<file path="src/rtl/ref_rom_seq_if.sv">
// Stream/ROM-side signal bundle for ref_rom_seq.
// slave = sequencer view, master = requester/ROM/sink view.
interface ref_rom_seq_if #(
    parameter int unsigned pDAT_W  = 24,
    parameter int unsigned pADDR_W = 10
);
    logic               istart;
    logic [2:0]         ibw;
    logic               ird;
    logic [pDAT_W-1:0]  irom_dat;
    logic [pADDR_W-1:0] oaddr;
    logic [2:0]         obw;
    logic [pDAT_W-1:0]  odat;
    logic               oval;
    logic               osop;
    logic               oeop;
    logic               obusy;
    logic               oerr;

    modport slave (
        input  istart, ibw, ird, irom_dat,
        output oaddr, obw, odat, oval, osop, oeop, obusy, oerr
    );

    modport master (
        output istart, ibw, ird, irom_dat,
        input  oaddr, obw, odat, oval, osop, oeop, obusy, oerr
    );
endinterface

</file>
<file path="src/rtl/ref_rom_seq.sv">
// Preamble reference ROM sequencer: walks the ROM once per start and frames the registered data.
// Define REF_SEQ_LOOP_EN to chain passes back-to-back while istart is held at the last address.
module ref_rom_seq #(
    parameter int unsigned pDAT_W   = 24,
    parameter int unsigned pDAT_Num = 1024,
    parameter logic [7:0]  pBW_MASK = 8'b0010_0001
) (
    input logic          iclk,
    input logic          irst_n,
    ref_rom_seq_if.slave bus
);
    localparam int unsigned AddrW = $clog2(pDAT_Num);
    localparam logic [AddrW-1:0] LastAddr = AddrW'(pDAT_Num - 1);

    typedef enum logic [0:0] {StIdle, StRun} state_e;

    state_e             state_q, state_d;
    logic [AddrW-1:0]   addr_q, addr_d;
    logic [2:0]         bw_q, bw_d;
    logic [pDAT_W-1:0]  dat_q, dat_d;
    logic               val_q, val_d;
    logic               sop_q, sop_d;
    logic               eop_q, eop_d;
    logic               err_q, err_d;

    always_ff @(posedge iclk or negedge irst_n) begin
        if (!irst_n) begin
            state_q <= StIdle;
            addr_q  <= '0;
            bw_q    <= '0;
            dat_q   <= '0;
            val_q   <= 1'b0;
            sop_q   <= 1'b0;
            eop_q   <= 1'b0;
            err_q   <= 1'b0;
        end else begin
            state_q <= state_d;
            addr_q  <= addr_d;
            bw_q    <= bw_d;
            dat_q   <= dat_d;
            val_q   <= val_d;
            sop_q   <= sop_d;
            eop_q   <= eop_d;
            err_q   <= err_d;
        end
    end

    always_comb begin
        state_d = state_q;
        addr_d  = addr_q;
        bw_d    = bw_q;
        dat_d   = dat_q;
        val_d   = 1'b0;
        sop_d   = 1'b0;
        eop_d   = 1'b0;
        err_d   = 1'b0;
        unique case (state_q)
            StIdle: begin
                if (bus.istart) begin
                    if (pBW_MASK[bus.ibw]) begin
                        bw_d    = bus.ibw;
                        addr_d  = '0;
                        state_d = StRun;
                    end else begin
                        err_d = 1'b1;
                    end
                end
            end
            StRun: begin
                if (bus.ird) begin
                    dat_d  = bus.irom_dat;
                    val_d  = 1'b1;
                    sop_d  = (addr_q == '0);
                    eop_d  = (addr_q == LastAddr);
                    // Natural overflow returns the address to 0 after the last sample.
                    addr_d = addr_q + AddrW'(1);
                    if (addr_q == LastAddr) begin
`ifdef REF_SEQ_LOOP_EN
                        state_d = bus.istart ? StRun : StIdle;
`else
                        state_d = StIdle;
`endif
                    end
                end
            end
            default: state_d = StIdle;
        endcase
    end

    assign bus.oaddr = addr_q;
    assign bus.obw   = bw_q;
    assign bus.odat  = dat_q;
    assign bus.oval  = val_q;
    assign bus.osop  = sop_q;
    assign bus.oeop  = eop_q;
    assign bus.obusy = (state_q == StRun);
    assign bus.oerr  = err_q;
endmodule
</file>
<file path="src/flat_wrapper.sv">
// flat-port wrapper written by rule: the top's interface ports become plain ports
module ref_rom_seq_flat 
#(
    parameter int unsigned pDAT_W   = 24,
    parameter int unsigned pDAT_Num = 1024,
    parameter logic [7:0]  pBW_MASK = 8'b0010_0001
)
  (iclk, irst_n, bus_istart, bus_ibw, bus_ird, bus_irom_dat, bus_oaddr, bus_obw, bus_odat, bus_oval, bus_osop, bus_oeop, bus_obusy, bus_oerr);
  ref_rom_seq_if #(.pDAT_W(pDAT_W)) bus_i ();
  input logic iclk;
  input logic irst_n;
  input wire logic [$bits(bus_i.istart)-1:0] bus_istart;
  input wire logic [$bits(bus_i.ibw)-1:0] bus_ibw;
  input wire logic [$bits(bus_i.ird)-1:0] bus_ird;
  input wire logic [$bits(bus_i.irom_dat)-1:0] bus_irom_dat;
  output wire logic [$bits(bus_i.oaddr)-1:0] bus_oaddr;
  output wire logic [$bits(bus_i.obw)-1:0] bus_obw;
  output wire logic [$bits(bus_i.odat)-1:0] bus_odat;
  output wire logic [$bits(bus_i.oval)-1:0] bus_oval;
  output wire logic [$bits(bus_i.osop)-1:0] bus_osop;
  output wire logic [$bits(bus_i.oeop)-1:0] bus_oeop;
  output wire logic [$bits(bus_i.obusy)-1:0] bus_obusy;
  output wire logic [$bits(bus_i.oerr)-1:0] bus_oerr;
  assign bus_i.istart = bus_istart;
  assign bus_i.ibw = bus_ibw;
  assign bus_i.ird = bus_ird;
  assign bus_i.irom_dat = bus_irom_dat;
  assign bus_oaddr = bus_i.oaddr;
  assign bus_obw = bus_i.obw;
  assign bus_odat = bus_i.odat;
  assign bus_oval = bus_i.oval;
  assign bus_osop = bus_i.osop;
  assign bus_oeop = bus_i.oeop;
  assign bus_obusy = bus_i.obusy;
  assign bus_oerr = bus_i.oerr;
  ref_rom_seq #(.pDAT_W(pDAT_W), .pDAT_Num(pDAT_Num), .pBW_MASK(pBW_MASK)) u_core (.iclk(iclk), .irst_n(irst_n), .bus(bus_i));
endmodule
</file>
<file path="config.mk">
export PLATFORM = sky130hd
export DESIGN_NAME = ref_rom_seq_flat
export DESIGN_NICKNAME = d
export VERILOG_FILES = /design/src/rtl/ref_rom_seq_if.sv /design/src/rtl/ref_rom_seq.sv /design/src/flat_wrapper.sv
export SDC_FILE = /design/constraint.sdc
export NUM_CORES = 1
export LEC_CHECK = 0
export BUFFER_PORTS_ARGS = -buffer_cell sky130_fd_sc_hd__buf_2
export CORE_ASPECT_RATIO = 0.75
export CORE_MARGIN = 2
export CORE_UTILIZATION = 47
export DETAILED_ROUTE_END_ITERATION = 7
export PLACE_DENSITY = 0.87
export SLEW_MARGIN = 10
export SYNTH_ARGS = -nofsm -noshare
export SYNTH_HDL_FRONTEND = slang
export SYNTH_SLANG_ARGS = --single-unit
</file>
<file path="constraint.sdc">
create_clock -name iclk -period 1.86 [get_ports iclk]
set_input_delay 0.093 -clock iclk [delete_from_list [all_inputs] [get_ports iclk]]
set_output_delay 0.093 -clock iclk [all_outputs]
set_load 0.05 [all_outputs]
</file>
# Yosys cells after proc, flatten, opt, wreduce, memory -nomap -nowiden
# Memory sizes are Yosys's and may differ from the RTL's.
# Index checks and enable logic that the tools add are counted.
[word_totals] regBits=42 elab_cells=39 out_inout_bits=42 n_memories=1 rom_bits=8 input_bits=31
[classes] n_bitwise=1 n_lt_le_gt_ge=1 n_reduce_logical=4 mux=19 addsub=1 eq_ne=4
[memory_table] name="(no name shown)" words=8 width=1 read_ports=1 rd_ports_with_merged_regs=0 wr=0 line_no="ref_rom_seq.sv:60" rtl="if (pBW_MASK[bus.ibw]) begin"
[ops] cell="$mux W10" count=3
[ops] cell="$pmux W10 S2" count=1
[ops] cell="$mux W1" count=14
[ops] cell="$add A10 B1 Y10 const B" count=1
[ops] cell="$eq A10 B10 Y1 const B" count=1
[ops] cell="$logic_not A10 Y1" count=1
[ops] cell="$reduce_and A3 Y1" count=2
[ops] cell="$lt A3 B4 Y1 const B" count=1
[ops] cell="$ne A2 B2 Y1 const B" count=2
[ops] cell="$ne A2 B1 Y1 const B" count=1
[ops] cell="$pmux W1 S2" count=1
[ops] cell="$reduce_and A2 Y1" count=1
[ops] cell="$not A1 Y1" count=1

# Depth between registers and ports, before layout
# Gate-level depths: netlist of run 1.
[depth] word_depth=5 ltp_mapped=6 depth_no_buf=5

# Worst setup path after synthesis of run 1
# No wires, ideal clock.
[synth_path] path_type="register to register" start="register u_core.state_q, in the netlist u_core.bus.obusy" end="register u_core.bw_q[0], in the netlist u_core.bus.obw[0]" required_time_ns=1.735 setup_time_ns=0.125 setup_slack_ns=0.014 path_buffers=2 arrival_ns=1.721 synth_period_minus_slack_ns=1.846 stages_incl_launch_ff=6 path_cell_list="dfrtp_1 buf_6 or3b_1 buf_6 nor2_8 mux2_4"
[synth_via] elab_chain_cells=2
[synth_rtl] element="start, declared" line_no="ref_rom_seq.sv:17" rtl="state_e state_q, state_d;"
[synth_rtl] element="start signal, assigned" line_no="ref_rom_seq.sv:28" rtl="state_q <= StIdle;"
[synth_rtl] element="start signal, assigned" line_no="ref_rom_seq.sv:37" rtl="state_q <= state_d;"
[synth_rtl] element="$not A1 Y1 (no source line)"
[synth_rtl] element="$reduce_and A3 Y1 (no source line)"
[synth_rtl] element="end signal, assigned" line_no="ref_rom_seq.sv:39" rtl="bw_q <= bw_d;"
[synth_rtl] element="end, declared" line_no="ref_rom_seq.sv:19" rtl="logic [2:0] bw_q, bw_d;"
# Every way passes these cells.
# A chain may end at the register's enable or synchronous reset.

# Final worst setup path of run 1
[layout_path] start="register u_core.state_q, in the netlist u_core.bus.obusy" end="register u_core.bw_q[2], in the netlist u_core.bus.obw[2]"
# Same word-level chain as after synthesis.

==> summary.md, run 1 <==
| Metric | Value |
|---|---|
| Synthesized flop and latch total | `42` |
| Gate Count Post-Synth | `132` |
| Synth top area cells | `dfrtp_1 59%, mux2_2 15%, nand3_1 2.3%` |
| Final Max Tran Viols | `0` |
| Worst Hold Class | `primary input to flip-flop` |
| Mapped Avg Cell Area | `13.39 µm²` |
| Routed vias | `1340` |
| Die Y | `57.12 µm` |
| Post-DRT Antenna Nets | `0` |
| GRT Residual Overflow | `0` |
| Cell variety after synth | `29` |
| Pwr dens | `1601 mW/mm²` |
| CP required | `2.05 ns` |
| Synth top cells by count | `42 x dfrtp_1, 24 x mux2_2, 8 x nand3_1` |
| Largest net degree at the start of global routing | `43` |
| Final worst-path setup slack | `0.1818 ns` |
| Sequential area share after synthesis | `0.5945` |
| Yosys top cell area share | `0.5945` |
| Register Area | `0.001051 mm²` |
| Initial Util | `0.4861` |
| Vias in the first global route | `1337` |
| Fmax | `595.9 MHz` |
| Final wirelength | `3686 µm` |
| Layout cell share with drive strength beyond 1 | `0.5261` |
| CP arrival | `1.86 ns` |
| Placed cells | `254` |
| Worst skew pair latency | `0.29 ns` |
| Largest area contributor in the netlist | `dfrtp_1` |
| Final #Nets | `243` |
| Final Power | `3.671 mW` |
| Pre-CTS setup slack | `0.1970 ns` |
| Drt pass-1 iters | `4` |
| Fin Hold WS | `0.02372 ns` |
| Setup Buffers After CTS | `0` |
| N_diodes | `0` |
| HPWL after DPL | `2754 µm` |
| Final instance area | `0.002292 mm²` |
| Drt drc | `0` |
| CP endpoint kind | `flip-flop` |
| CP Max Fanout | `10` |
| Tightest Pin Transition | `0.5128 ns` |
| Root Buffer | `clkbuf_8` |
| Hold Crit Depth | `2` |
| PortBufs | `72` |
| Ys flop type | `dfrtp_1` |
| Fill count | `304` |
| Core Box Area | `0.003637 mm²` |
| Multi-input logic area | `665.6 µm²` |
| Mapped cell area | `0.001768 mm²` |
| Post-synth EDFFs | `0` |
| Row cnt | `19` |
| Unrepaired setup endpoints after global routing | `no` |
| Critical Path Source Type | `flip-flop` |
| R2R depth | `3` |
| Gr usage total | `0.1899` |
| Initial antenna violation count | `0` |
| Finished Layout Cells | `263` |
| P_leak | `1.099 nW` |
| CTS tree | `built` |
| Fraction of registers with async set/reset | `1.000` |
| RePlAce Congestion | `0.8517` |
| First-pass GRT wire length | `6168 µm` |
| Synthesized Nets | `165` |
| Setup Skew | `0.006340 ns` |
| Die width | `74.82 µm` |
| Syn. warnings | `0` |
| Clock buffer depth | `2` |
| IR drop worst, VDD | `913.2 µV` |
| Die ar. | `0.004273 mm²` |
| Count leader, synth | `dfrtp_1` |
| Routed WL per cell | `14.02 µm` |
| Worst setup path class | `flip-flop to flip-flop` |
| Relative slew slack | `0.6581` |
| DR iter-0 viols | `147` |
| Clock Pin Slew Worst Setup and Hold Paths | `0.09 ns` |
| Area Overhead vs Synth | `29.65%` |
| Utilization after layout | `0.6302` |
| I/O pin cnt | `73` |
| TNS Setup | `0 ns` |
| Total CTS buffers | `5` |
| Vias per cell | `5.095` |
| Post-layout min period | `1.678 ns` |
| H-tree depth | `2` |
| Outcome | `finished, final reports clean` |
| DP Area | `0.002188 mm²` |
| Sink Count | `42` |
| Hold Fails Final Rpt | `0` |
| # setup viols final | `0` |
| Tcrit/Tclk final | `0.9022` |
| Max-cap viol count | `0` |
==> cell families (layout without fill, tap and decap cells) <==
group	after synthesis	in the layout	share of synthesized area
AND/OR/NAND/NOR	31	31	0.1090
multiplexers	27	27	0.1755
AO/OA/AOI/OAI	19	19	0.06369
flip-flops	42	42	0.5945
XOR/XNOR	2	2	0.01416
adder cells (fa/ha/maj)	2	2	0.01415
buffers and inverters	9	88	0.02901
==> cells in the final DEF (no fill, tap or decap), types with 2 or more instances in the layout <==
cell and count:
o211ai_1 3, ha_1 2, mux2_4 2, nand4_1 4, or3_1 4, clkbuf_8 5, o21ai_0 7, buf_2 72
inv_1 4, a21oi_1 5, nand2_1 2, dfrtp_1 42, nor4_1 2, nand3_1 8, or4_1 2, o31ai_1 3
nor2_1 3, mux2_2 24
==> worst max-delay path, cell delays in order, from the launching register on <==
cell	delay [ns]
dfrtp_1	0.47
or3b_1	0.55
nor2_8	0.23
mux2_4	0.32
==> where the power goes <==
part / internal [mW] / leakage, nW / total [mW] / switching (mW)
Clock: 0.271 / 0.0447 / 0.597 / 0.327
Sequential: 1.16 / 0.512 / 1.36 / 0.200
Combinational: 0.467 / 0.542 / 1.71 / 1.25
==> path summary, 6_finish.rpt <==
| kind | start | end | slack [ns] |
|---|---|---|---|
| max reg2reg | u_core.bus.obusy$_DFF_PN0_ | u_core.bus.obw[2]$_DFFE_PN0P_ | 0.18 |
| min in group asynchronous | irst_n | u_core.bus.oaddr[0]$_DFFE_PN0P_ | 0.38 |
| max | u_core.bus.obusy$_DFF_PN0_ | u_core.bus.obw[2]$_DFFE_PN0P_ | 0.18 |
| min | bus_irom_dat[10] | u_core.bus.odat[10]$_DFFE_PN0P_ | 0.02 |
| min reg2reg | u_core.bus.odat[23]$_DFFE_PN0P_ | u_core.bus.odat[23]$_DFFE_PN0P_ | 0.50 |
| max in group asynchronous | irst_n | u_core.bus.odat[0]$_DFFE_PN0P_ | 1.12 |
==> timing repair <==
action / CTS / global route
resized for setup: 0 / 0
setup endpoints to repair: 0 / 0
hold buffers: 1 / 0
endpoints found under the hold margin: 42 / 0
==> sequential cells by signal, summed over array words and instances, names as in the netlist <==
signal and count:
u_core.bus.odat 24, u_core.bus.oval 1, u_core.bus.osop 1, u_core.bus.obw 3, u_core.bus.obusy 1, u_core.bus.oerr 1, u_core.bus.oaddr 10, u_core.bus.oeop 1
==> layout make-up <==
cell class                 instances  share of cell area
clock buffer                       5             0.03002
sequential                        42              0.4585
tap                               52             0.02838
multi-input combinational         81              0.2904
timing repair buffer              75              0.1736
inverter                           5            0.008188
clock inverter                     3             0.01092
==> per-layer routing <==
layer	up-vias	GRT usage	wire length [µm]
met1	648	0.2674	1638
met3	4	0.06360	228
met4	0	0.05357	29
li1	641	-	-
met2	47	0.2832	1788
met5	-	0	0
Note: power is estimated with default switching activity, not from simulation.
==> run 2: changes to the inputs <==
- ABC_AREA: default -> 1
- CAP_MARGIN: default -> 20
- CORE_UTILIZATION: 47 -> 48
- PLACE_DENSITY: 0.87 -> 0.88
==> summary.md, run 2 <==
| Metric | Value |
|---|---|
| TNS Setup | `0 ns` |
| Final wirelength | `4155 µm` |
| Vias in the first global route | `1524` |
| Final #Nets | `332` |
| Pwr dens | `1455 mW/mm²` |
| Critical path's slowest cell | `dfrtp_1` |
| Routed vias | `1635` |
| Drt pass-1 iters | `4` |
| Crit path top cell by count | `nand2_1` |
| Final instance area | `0.002419 mm²` |
| Post-layout min period | `1.356 ns` |
| XOR/XNOR share of the synthesized area | `0.004798` |
| Synthesized flop and latch total | `42` |
| Count leader, synth | `nand2_1` |
| Clock Pin Slew Worst Setup and Hold Paths | `0.07 ns` |
| Unrepaired setup endpoints after global routing | `no` |
| CTS tree | `built` |
| CP endpoint kind | `flip-flop` |
| Gate Count Post-Synth | `213` |
| DR iter-0 viols | `92` |
| P_sw | `1.710 mW` |
| Fraction of registers with async set/reset | `1.000` |
| Tightest Pin Transition | `0.9031 ns` |
| Clock power share | `0.164` |
| Critical Path Source Type | `flip-flop` |
| Largest area contributor in the netlist | `dfrtp_1` |
| Main combinational cell family by area after synthesis | `simple AND/OR/NAND/NOR gates` |
| Syn. warnings | `0` |
| Adder-Cell Fraction of Synth Area | `0.01371` |
| Setup Skew | `0.001209 ns` |
| Reg2reg setup slack | `0.50 ns` |
| Synth top cells by count | `99 x nand2_1, 42 x dfrtp_1, 14 x inv_1` |
| Worst setup path class | `flip-flop to flip-flop` |
| RePlAce Congestion | `0.9533` |
| Initial Util | `0.4986` |
| CP Max Fanout | `4` |
| Relative slew slack | `0.3979` |
| Largest net degree at the start of global routing | `43` |
| Area Overhead vs Synth | `32.49%` |
| Die ar. | `0.004317 mm²` |
| Synth top area cells | `dfrtp_1 58%, nand2_1 20%, inv_1 2.9%` |
| P_leak | `1.384 nW` |
| Synthesized Nets | `246` |
| Worst Hold Class | `primary input to flip-flop` |
| Hold Fails Final Rpt | `0` |
| Utilization after layout | `0.6606` |
| Worst skew pair latency | `0.28 ns` |
| Largest stage delay, worst path | `0.39 ns` |
| Layout cell share with drive strength beyond 1 | `0.3033` |
| Crit-path cells | `ha_1, nand2_1, nor2_2, nand3_1, nand3b_1, nand2_1, nand2_1` |
| Logic pwr share | `0.461` |
| Fmax | `737.3 MHz` |
| DP Area | `0.002207 mm²` |
| Die width | `75.21 µm` |
| Commonest non-fill, non-tap cell in the layout | `nand2_1` |
| Drt drc | `0` |
| PortBufs | `72` |
| I/O pin cnt | `73` |
| H-tree depth | `2` |
| Core Box Area | `0.003661 mm²` |
| Sequential area share after synthesis | `0.5757` |
| GRT Residual Overflow | `0` |
| Outcome | `finished, final reports clean` |
| Tcrit/Tclk final | `0.7292` |
| IR drop worst, VDD | `973.1 µV` |
| Synth Area in Compound Gates | `0.02193` |
| Hold Buf Count CTS | `9` |
| Most frequent cells in the layout | `99 x nand2_1, 72 x buf_2, 42 x dfrtp_1` |
| Setup Buffers After CTS | `0` |
| Root Buffer | `clkbuf_8` |
| Sequential Power Share | `0.375` |
| CP arrival | `1.52 ns` |
| Simple-gate area share of the yosys netlist | `0.3180` |
| Fin Hold WS | `0.009058 ns` |
| Int Pwr | `1.810 mW` |
| Sw Ratio | `0.4858` |
| Initial antenna violation count | `0` |
| Die Y | `57.41 µm` |
| CP required | `2.02 ns` |
| First-pass GRT wire length | `6720 µm` |
| Yosys top cell area share | `0.5757` |
| Final Max Tran Viols | `0` |
| Clock buffer depth | `2` |
| Post-synth EDFFs | `0` |
| Total CTS buffers | `5` |
| Post-DRT Antenna Nets | `0` |
| # setup viols final | `0` |
| Cell variety after synth | `25` |
| Max-cap viol count | `0` |
| N_diodes | `0` |
| HPWL after DPL | `2834 µm` |
| Mapped cell area | `0.001826 mm²` |
| Mapped Avg Cell Area | `8.570 µm²` |
| Routed WL per cell | `11.80 µm` |
| Post_cts resized | `0` |
| Multiplexer share of the synthesized area | `0` |
| Max reg flops | `24` |
| Ys flop type | `dfrtp_1` |
| Gr usage total | `0.2053` |
| Vias per cell | `4.645` |
| Row cnt | `19` |
| Sink Count | `42` |
run 2: per-stage QoR:
step                      setup WS (ns)  cells  power, mW
after CTS                        0.5171    349      3.541
after floorplan                  0.2291    213      2.554
after global placement           0.5991    332      2.906
final                            0.5037    352      3.520
after detailed placement         0.5353    332      2.933
after global routing             0.3749    352      3.742
run 2: worst paths after layout:
check	start	end	cells past startpoint
worst max-delay path	u_core.bus.oaddr[0]$_DFFE_PN0P_	u_core.bus.obusy$_DFF_PN0_	7
worst min-delay path	bus_irom_dat[3]	u_core.bus.odat[3]$_DFFE_PN0P_	3
worst max register to register	u_core.bus.oaddr[0]$_DFFE_PN0P_	u_core.bus.obusy$_DFF_PN0_	7
worst min register to register	u_core.bus.odat[15]$_DFFE_PN0P_	u_core.bus.odat[15]$_DFFE_PN0P_	2
max in group asynchronous	irst_n	u_core.bus.odat[7]$_DFFE_PN0P_	2
min in group asynchronous	irst_n	u_core.bus.osop$_DFF_PN0_	2
run 2: power by group through the flow:
stage	Sequential (mW)	Combinational, mW	Clock [mW]
after global placement	1.32	1.59	0
after floorplan	2.14	0.418	0
final	1.32	1.62	0.577
after global routing	1.35	1.74	0.652
after detailed placement	1.33	1.60	0
after CTS	1.32	1.62	0.605
run 2: final cells by class:
cell class              instances  area, µm²
inverters                      16      61.31
flip-flops and latches         42       1051
well taps                      52      65.06
fillers                       357       1242
multi-input cells             148      654.4
repair buffers                 86      495.5
clock buffers                   7      86.33
clock inverters                 1      5.005
run 2: logic make-up (layout without fill, tap and decap cells):
group / Yosys count / in the layout
fa+ha+maj: 2 / 2
buf+inv: 23 / 110
compound gates: 8 / 8
simple gates: 137 / 137
xor+xnor: 1 / 1
flops: 42 / 42
run 2: worst max-delay path, delay by kind of cell (launching register included):
| kind | cells | cell delay, ns |
|---|---|---|
| adders and majority gates | 1 | 0.17 |
| and+or+nand+nor | 6 | 0.68 |
| DFF | 1 | 0.39 |
run 2: metal layers:
layer  GRT usage  part of all wire  up-vias
met1      0.2693              0.47      735
met4     0.06767             0.011        0
li1            -                 -      821
met2      0.3296              0.44       73
met5           0                 0        -
met3     0.05830             0.081        6
